`src/rtl/example_mac_dot_pipe_pkg.sv`:
```
// Shared types and the output saturation/wrap helper for the pipelined MAC.
package example_mac_pkg;

  localparam int MAX_W = 64;

  typedef struct packed {
    logic valid;
    logic last;
  } beat_ctl_t;

  // Returns {ovf, value}; value is the clamped or wrapped result, sign-extended to MAX_W bits.
  function automatic logic [MAX_W:0] sat_trunc(input logic signed [MAX_W-1:0] acc,
                                               input int dout_width,
                                               input logic sat_en);
    logic signed [MAX_W-1:0] max_v;
    logic signed [MAX_W-1:0] min_v;
    logic signed [MAX_W-1:0] wrap_v;
    logic signed [MAX_W-1:0] res_v;
    logic ovf;
    max_v  = (64'sd1 <<< (dout_width - 1)) - 64'sd1;
    min_v  = -max_v - 64'sd1;
    wrap_v = (acc <<< (MAX_W - dout_width)) >>> (MAX_W - dout_width);
    res_v  = acc;
    ovf    = 1'b0;
    if (sat_en) begin
      if (acc > max_v) begin
        res_v = max_v;
        ovf   = 1'b1;
      end else if (acc < min_v) begin
        res_v = min_v;
        ovf   = 1'b1;
      end
    end else begin
      res_v = wrap_v;
      ovf   = (wrap_v != acc);
    end
    return {ovf, res_v};
  endfunction

endpackage

```
`src/rtl/example_mac_dot_pipe_mul.sv`:
```
// NUM_STAGE-deep full-precision signed multiplier with a shared clock enable.
module example_mul_pipe_DSP48 #(
  parameter int A_WIDTH   = 8,
  parameter int B_WIDTH   = 14,
  parameter int NUM_STAGE = 3
) (
  input  logic                               clk,
  input  logic                               en,
  input  logic signed [A_WIDTH-1:0]          a,
  input  logic signed [B_WIDTH-1:0]          b,
  output logic signed [A_WIDTH+B_WIDTH-1:0]  p
);

  localparam int PW = A_WIDTH + B_WIDTH;

  logic signed [PW-1:0] p_q [NUM_STAGE];
  logic signed [PW-1:0] p_d [NUM_STAGE];

  always_comb begin
    p_d[0] = PW'(a) * PW'(b);
    for (int i = 1; i < NUM_STAGE; i++) begin
      p_d[i] = p_q[i-1];
    end
  end

  // Datapath only; validity is tracked by the control chain in the parent.
  always_ff @(posedge clk) begin
    if (en) begin
      p_q <= p_d;
    end
  end

  assign p = p_q[NUM_STAGE-1];

endmodule

```
`src/rtl/example_mac_dot_pipe.sv`:
```
// Pipelined signed dot-product unit: input register, multiplier pipe, accumulator and
// output register, all frozen together by a single stall enable.
module example_mac_dot_pipe
  import example_mac_pkg::*;
#(
  parameter int DIN0_WIDTH = 8,
  parameter int DIN1_WIDTH = 14,
  parameter int DOUT_WIDTH = 21,
  parameter int ACC_WIDTH  = 32,
  parameter int NUM_STAGE  = 3,
  parameter int LEN_WIDTH  = 8,
  parameter int SAT_EN     = 1
) (
  input  logic                          ap_clk,
  input  logic                          ap_rst_n,
  input  logic                          in_valid,
  output logic                          in_ready,
  input  logic signed [DIN0_WIDTH-1:0]  din0,
  input  logic signed [DIN1_WIDTH-1:0]  din1,
  input  logic                          in_last,
  output logic                          out_valid,
  input  logic                          out_ready,
  output logic signed [DOUT_WIDTH-1:0]  dout,
  output logic                          dout_ovf,
  output logic [LEN_WIDTH-1:0]          dout_cnt
);

  localparam int PROD_WIDTH = DIN0_WIDTH + DIN1_WIDTH;

  if (ACC_WIDTH < PROD_WIDTH || ACC_WIDTH > MAX_W) begin : g_acc_check
    $error("ACC_WIDTH must cover the full product and fit in 64 bits");
  end
  if (NUM_STAGE < 1 || NUM_STAGE > 4) begin : g_stage_check
    $error("NUM_STAGE must be in 1..4");
  end
  if (DOUT_WIDTH < 2 || DOUT_WIDTH >= MAX_W) begin : g_dout_check
    $error("DOUT_WIDTH out of range");
  end

  logic en;
  logic signed [DIN0_WIDTH-1:0] a_q, a_d;
  logic signed [DIN1_WIDTH-1:0] b_q, b_d;
  beat_ctl_t in_ctl_q, in_ctl_d;
  beat_ctl_t ctl_q [NUM_STAGE];
  beat_ctl_t ctl_d [NUM_STAGE];
  logic signed [PROD_WIDTH-1:0] prod;
  logic signed [ACC_WIDTH-1:0] prod_ext, acc_q, acc_d;
  logic [LEN_WIDTH-1:0] cnt_q, cnt_d, dout_cnt_q, dout_cnt_d;
  logic start_q, start_d, prod_valid, prod_last;
  logic out_valid_q, out_valid_d, dout_ovf_q, dout_ovf_d;
  logic signed [DOUT_WIDTH-1:0] dout_q, dout_d;
  logic signed [MAX_W-1:0] acc_wide;
  logic [MAX_W:0] sat_res;
  logic unused_sat_bits;

  assign en        = ~(out_valid_q & ~out_ready);
  assign in_ready  = en;
  assign out_valid = out_valid_q;
  assign dout      = dout_q;
  assign dout_ovf  = dout_ovf_q;
  assign dout_cnt  = dout_cnt_q;

  always_comb begin
    a_d      = en ? din0 : a_q;
    b_d      = en ? din1 : b_q;
    in_ctl_d = en ? '{valid: in_valid, last: in_last} : in_ctl_q;
    ctl_d[0] = en ? in_ctl_q : ctl_q[0];
    for (int i = 1; i < NUM_STAGE; i++) begin
      ctl_d[i] = en ? ctl_q[i-1] : ctl_q[i];
    end
  end

  example_mul_pipe_DSP48 #(
    .A_WIDTH   (DIN0_WIDTH),
    .B_WIDTH   (DIN1_WIDTH),
    .NUM_STAGE (NUM_STAGE)
  ) u_mul (
    .clk (ap_clk),
    .en  (en),
    .a   (a_q),
    .b   (b_q),
    .p   (prod)
  );

  // start_q marks that the next product opens a new vector (after a last beat or reset).
  always_comb begin
    prod_valid  = ctl_q[NUM_STAGE-1].valid & en;
    prod_last   = ctl_q[NUM_STAGE-1].last;
    prod_ext    = ACC_WIDTH'(prod);
    acc_d       = acc_q;
    cnt_d       = cnt_q;
    start_d     = start_q;
    if (prod_valid) begin
      acc_d   = start_q ? prod_ext : acc_q + prod_ext;
      cnt_d   = start_q ? LEN_WIDTH'(1) : ((&cnt_q) ? cnt_q : cnt_q + LEN_WIDTH'(1));
      start_d = prod_last;
    end
    acc_wide    = MAX_W'(acc_d);
    sat_res     = sat_trunc(acc_wide, DOUT_WIDTH, SAT_EN != 0);
    out_valid_d = out_valid_q & ~out_ready;
    dout_d      = dout_q;
    dout_ovf_d  = dout_ovf_q;
    dout_cnt_d  = dout_cnt_q;
    if (prod_valid && prod_last) begin
      out_valid_d = 1'b1;
      dout_d      = sat_res[DOUT_WIDTH-1:0];
      dout_ovf_d  = sat_res[MAX_W];
      dout_cnt_d  = cnt_d;
    end
  end

  assign unused_sat_bits = ^sat_res[MAX_W-1:DOUT_WIDTH];

  always_ff @(posedge ap_clk) begin
    if (!ap_rst_n) begin
      a_q         <= '0;
      b_q         <= '0;
      in_ctl_q    <= '0;
      for (int i = 0; i < NUM_STAGE; i++) begin
        ctl_q[i] <= '0;
      end
      acc_q       <= '0;
      cnt_q       <= '0;
      start_q     <= 1'b1;
      out_valid_q <= 1'b0;
      dout_q      <= '0;
      dout_ovf_q  <= 1'b0;
      dout_cnt_q  <= '0;
    end else begin
      a_q         <= a_d;
      b_q         <= b_d;
      in_ctl_q    <= in_ctl_d;
      ctl_q       <= ctl_d;
      acc_q       <= acc_d;
      cnt_q       <= cnt_d;
      start_q     <= start_d;
      out_valid_q <= out_valid_d;
      dout_q      <= dout_d;
      dout_ovf_q  <= dout_ovf_d;
      dout_cnt_q  <= dout_cnt_d;
    end
  end

endmodule

```
`config.mk`:
```
export PLATFORM = sky130hd
export DESIGN_NAME = example_mac_dot_pipe
export DESIGN_NICKNAME = d
export VERILOG_FILES = /design/src/rtl/example_mac_dot_pipe_pkg.sv /design/src/rtl/example_mac_dot_pipe_mul.sv /design/src/rtl/example_mac_dot_pipe.sv
export SDC_FILE = /design/constraint.sdc
export NUM_CORES = 1
export LEC_CHECK = 0
export BUFFER_PORTS_ARGS = -buffer_cell sky130_fd_sc_hd__buf_4
export CAP_MARGIN = 30
export CELL_PAD_IN_SITES_DETAIL_PLACEMENT = 2
export CELL_PAD_IN_SITES_GLOBAL_PLACEMENT = 2
export CORE_UTILIZATION = 36
export DETAILED_ROUTE_END_ITERATION = 10
export GPL_ROUTABILITY_DRIVEN = 0
export PLACE_DENSITY_LB_ADDON = 0.1
export SLEW_MARGIN = 25
export SYNTH_ARGS = -nofsm -noshare
export SYNTH_HDL_FRONTEND = slang
export SYNTH_HIERARCHICAL = 1
export SYNTH_SLANG_ARGS = --single-unit
```
`constraint.sdc`:
```
create_clock -name ap_clk -period 4.9 [get_ports ap_clk]
set_input_delay 0.735 -clock ap_clk [delete_from_list [all_inputs] [get_ports ap_clk]]
set_output_delay 0.735 -clock ap_clk [all_outputs]
set_load 0.05 [all_outputs]
```
==> metrics list <==
* Max Root-Sink Buffers: 2
* Result of the run: completed
* Pin count of the biggest net entering global routing: 66
- Worst Max-Slew Pin Slew: 852 ps
- Min-Delay Endpoint: u_mul/p[5]
- Flip-flop cell with the highest count after synthesis: sky130_fd_sc_hd__dfxtp_1
- Final setup violation count: 0
- The number of failing hold endpoints at the final stage came to 0.
- Of the post-synthesis cell area, the part taken by muxes is 0.533%.
- Clk slew on worst S/H paths: 80 ps
- CTS saw 168 sinks.
- The number of antenna violations at the first check in global routing is 0.
- Data on the critical path arrives at its endpoint at 4920 ps.
- Part of the power in registers: 41.7%
- From left edge to right edge, the die measures 186 um.
* PwrDens: 330 nW/um^2
- Headroom to the max-slew limit: 43.2%
- Largest cells by area after synthesis: sky130_fd_sc_hd__dfxtp_1, sky130_fd_sc_hd__edfxtp_1, sky130_fd_sc_hd__fa_1, sky130_fd_sc_hd__ha_1, sky130_fd_sc_hd__nand2_1
- Synthesized area per cell: 9.21 sq um
* Synthesized-area fraction occupied by ao, oa, aoi and oai cells: 16.3%
* Worst-case setup slack after placement: 88.7 ps
- Utilization after layout: 41.6%
- Most frequent cells in the layout: sky130_fd_sc_hd__nand2_1, sky130_fd_sc_hd__inv_1, sky130_fd_sc_hd__a21oi_1
- On the final layout, the worst hold slack is 412 ps.
- Final period demand of the worst path: 4700 ps
- Crit Path Category: register to register
- For this run, the detailed router's first-pass iteration total came to 4.
- Buffers inserted to repair hold after CTS numbered 0.
- Relative to the synthesized area, the layout overhead comes to 13.9%.
- After synthesis, the largest family of logic cells by area is adder cells.
* Cell area after synthesis: 12200 sq um
- Counting every instance in the synthesized netlist gives 1326.
- The worst register-to-register path begins at a_q[7].
- Non-filler instance count after layout: 1849
- Total track usage: 22.2%
* Internal reg-to-reg setup slack: 200 ps
- The repair_antennas step left the layout with diodes totalling 0.
* Total net switching power: 1.66 mW
- Counting tap cells, the placed design contains a total of 1815 instances.
* Syn Nets: 1518
- Final worst clock skew: 13.3 ps
- Final Slew Violations: 0
- Adder-cell share of the synthesized area: 22.6%
- The Yosys step of the flow raised 6 warnings.
- At the end of the flow, the number of nets in the layout was 1580.
* Final period util: 95.9%
- The initial utilization of the core area, before any placement, comes to 36.5%.
* Simple-Gate Fraction of Synth Area: 17.8%
* Destination of the worst register-to-register timing path: u_mul/p_d[41]
- Library cell with the largest summed area after synthesis: sky130_fd_sc_hd__dfxtp_1
* Setup repair after global routing missed its margin: yes
- Routed via count: 9634
- Startpoint Class: register
- The cell sitting at the root of the clock tree is a sky130_fd_sc_hd__clkbuf_16.
* Share of synthesized area occupied by flip-flops and latches: 33.0%
- Synth async-reset ratio: 0%
- Insertion delay to the later sink of the worst-skew pair: 460 ps
* Switching power share of the total: 36.3%
- The tightest min-delay check is of the register to register type.
* Post-synthesis xor/xnor area fraction: 3.30%
- IR analysis of the VDD net gives a maximum drop of 0.000242 V.
* Die footprint: 34700 sq um
* Number of instances on the worst hold path: 0
* Synthesis-stage register bit count: 168
* Yosys top cell area share: 16.7%
* Power consumption: 4.59 mW
* P_int: 2.92 mW
- Number of design rule violations left after detail routing: 0
* Fmax achieved: 0.213 GHz
- The worst register-to-register path has a depth of 15.
* Hold path startpoint: u_mul/p_d[5]
* Number of top-level pins: 59
- Placeable core region: 33400 sq um
* Combinational power share: 28.5%
* Highest fanout seen on the critical path: 6
- Per-cell routed wire length: 19.6 um
- Hpwl dp: 28200 um
* EDFF count, synth: 66
- Of the cells placed in the final design, the portion with a size suffix greater than 1 is 14.7%.
* Via count of the first global-routing pass: 10723
* Number of library cell types mapped by synthesis: 82
- After detailed routing, the number of vias per cell comes to 5.21.
- Standard-cell rows: 67
- Clock tree from TritonCTS: yes
* Part of the total power dissipated in the clock network: 29.8%
- Buffers inserted during clock tree synthesis total 17.
- The first global-routing pass estimated 58500 um of wire.
- The H-tree was split into 4 levels.
- Input and output buffers added on the ports amount to 58.
- Leakage: 6.11 nW
- After global routing the overflow that remains totals 0.
* Violation count after the first detailed-route iteration: 386
* Critical Path Sink Type: register
- Data required time at the worst endpoint: 5120 ps
- The count of nets left with antenna violations once routing finished came out at 0.
- Leading cell type in the layout, fill and taps excluded: sky130_fd_sc_hd__nand2_1
- Once routing completed, OpenROAD measured the worst setup slack at 202 ps.
* MaxCap Viol Count: 0
* Routed wire length: 36300 um
- Die Span Y: 186 um
## area by class of cell
class / count / area (sq um)
timing repair buffer: 101 / 758
clock inverter: 15 / 156
sequential: 168 / 4040
inverter: 137 / 520
fill: 3647 / 19500
clock buffer: 17 / 425
tap: 448 / 561
multi-input combinational: 962 / 7450
timing repair inverter: 1 / 7.51
## through the flow
step / TNS [ps] / area, sq um
after floorplan: 0 / 12200
after global placement: 0 / 13200
after detailed placement: 0 / 13200
after CTS: 0 / 13800
after global routing: -81.6 / 13900
final: 0 / 13900
## worst max-delay path, cell delays in order (launching register included)
cell                         delay [ps]
sky130_fd_sc_hd__dfxtp_4            390
sky130_fd_sc_hd__clkinvlp_4         180
sky130_fd_sc_hd__buf_4              200
sky130_fd_sc_hd__fa_1               540
sky130_fd_sc_hd__fa_1               520
sky130_fd_sc_hd__inv_1               50
sky130_fd_sc_hd__fa_1               500
sky130_fd_sc_hd__inv_1               80
sky130_fd_sc_hd__fa_1               540
sky130_fd_sc_hd__inv_1               70
sky130_fd_sc_hd__ha_4               290
sky130_fd_sc_hd__o211ai_1           110
sky130_fd_sc_hd__o211ai_1           340
sky130_fd_sc_hd__a41oi_2            200
sky130_fd_sc_hd__o31a_1             330
sky130_fd_sc_hd__xnor2_1            130
## state kept, by name, summed over array words and instances, names as in the netlist
| signal | flops |
|---|---|
| in_ctl_q | 2 |
| start_q | 1 |
| a_q | 8 |
| ctl_q | 5 |
| dout_cnt | 8 |
| out_valid | 1 |
| dout | 21 |
| u_mul/p_d | 44 |
| b_q | 14 |
| cnt_q | 8 |
| u_mul/p | 22 |
| acc_q | 32 |
| dout_ovf | 1 |
| prod_last | 1 |
## power groups by stage
stage          combinational [mW]  clock (mW)  sequential, mW
6_report                     1.31        1.37            1.91
5_1_grt                      1.47        1.46            1.93
4_1_cts                      1.30        1.42            1.91
3_5_place_dp                 1.29           0            1.94
3_3_place_gp                 1.25           0            1.92
2_1_floorplan               0.922           0            1.84
## synth_stat cells, types with 31 or more instances
cell type	instances
sky130_fd_sc_hd__nand2_1	159
sky130_fd_sc_hd__a21oi_1	107
sky130_fd_sc_hd__inv_1	134
sky130_fd_sc_hd__clkbuf_1	39
sky130_fd_sc_hd__dfxtp_1	102
sky130_fd_sc_hd__edfxtp_1	66
sky130_fd_sc_hd__fa_1	92
sky130_fd_sc_hd__and2_1	93
sky130_fd_sc_hd__nor2_1	107
sky130_fd_sc_hd__xnor2_1	31
sky130_fd_sc_hd__ha_1	73
sky130_fd_sc_hd__o21ai_0	50
## worst max path at each step
| stage | startpoint | endpoint | slack [ps] | cells after the start |
|---|---|---|---|---|
| after global placement | a_q[5] | u_mul/p_d[41] | 160 | 13 |
| after CTS | a_q[5] | u_mul/p_d[40] | 70 | 15 |
| after global routing | a_q[7] | u_mul/p_d[33] | -30 | 14 |
| after detailed placement | b_q[13] | u_mul/p_d[42] | 90 | 14 |
| after floorplan | a_q[2] | u_mul/p_d[42] | 160 | 16 |
| final | a_q[7] | u_mul/p_d[41] | 200 | 15 |
## repair_timing
item | 4_1_cts | 5_1_grt
gates resized for setup | 0 | 23
setup endpoints to repair | 0 | 8
buffers inserted | 0 | 1
## per-layer routing
layer  vias to the layer above  global-route usage [%]  wire length (um)
met3                        35                    2.43               564
met5                         -                       0                 0
li1                       4598                       -                 -
met2                        81                    40.1             19000
met4                         0                    7.02               747
met1                      4920                    27.4             16000
## cell families (layout without fill, tap and decap cells)
group                    count (synthesis)  after routing
buffers and inverters                  196            271
multiplexers                             6              6
AO/OA/AOI/OAI                          291            291
AND/OR/NAND/NOR                        454            454
flip-flops                             168            168
adder cells (fa/ha/maj)                165            165
XOR/XNOR                                46             46
Note: power is estimated with default switching activity, not from simulation.
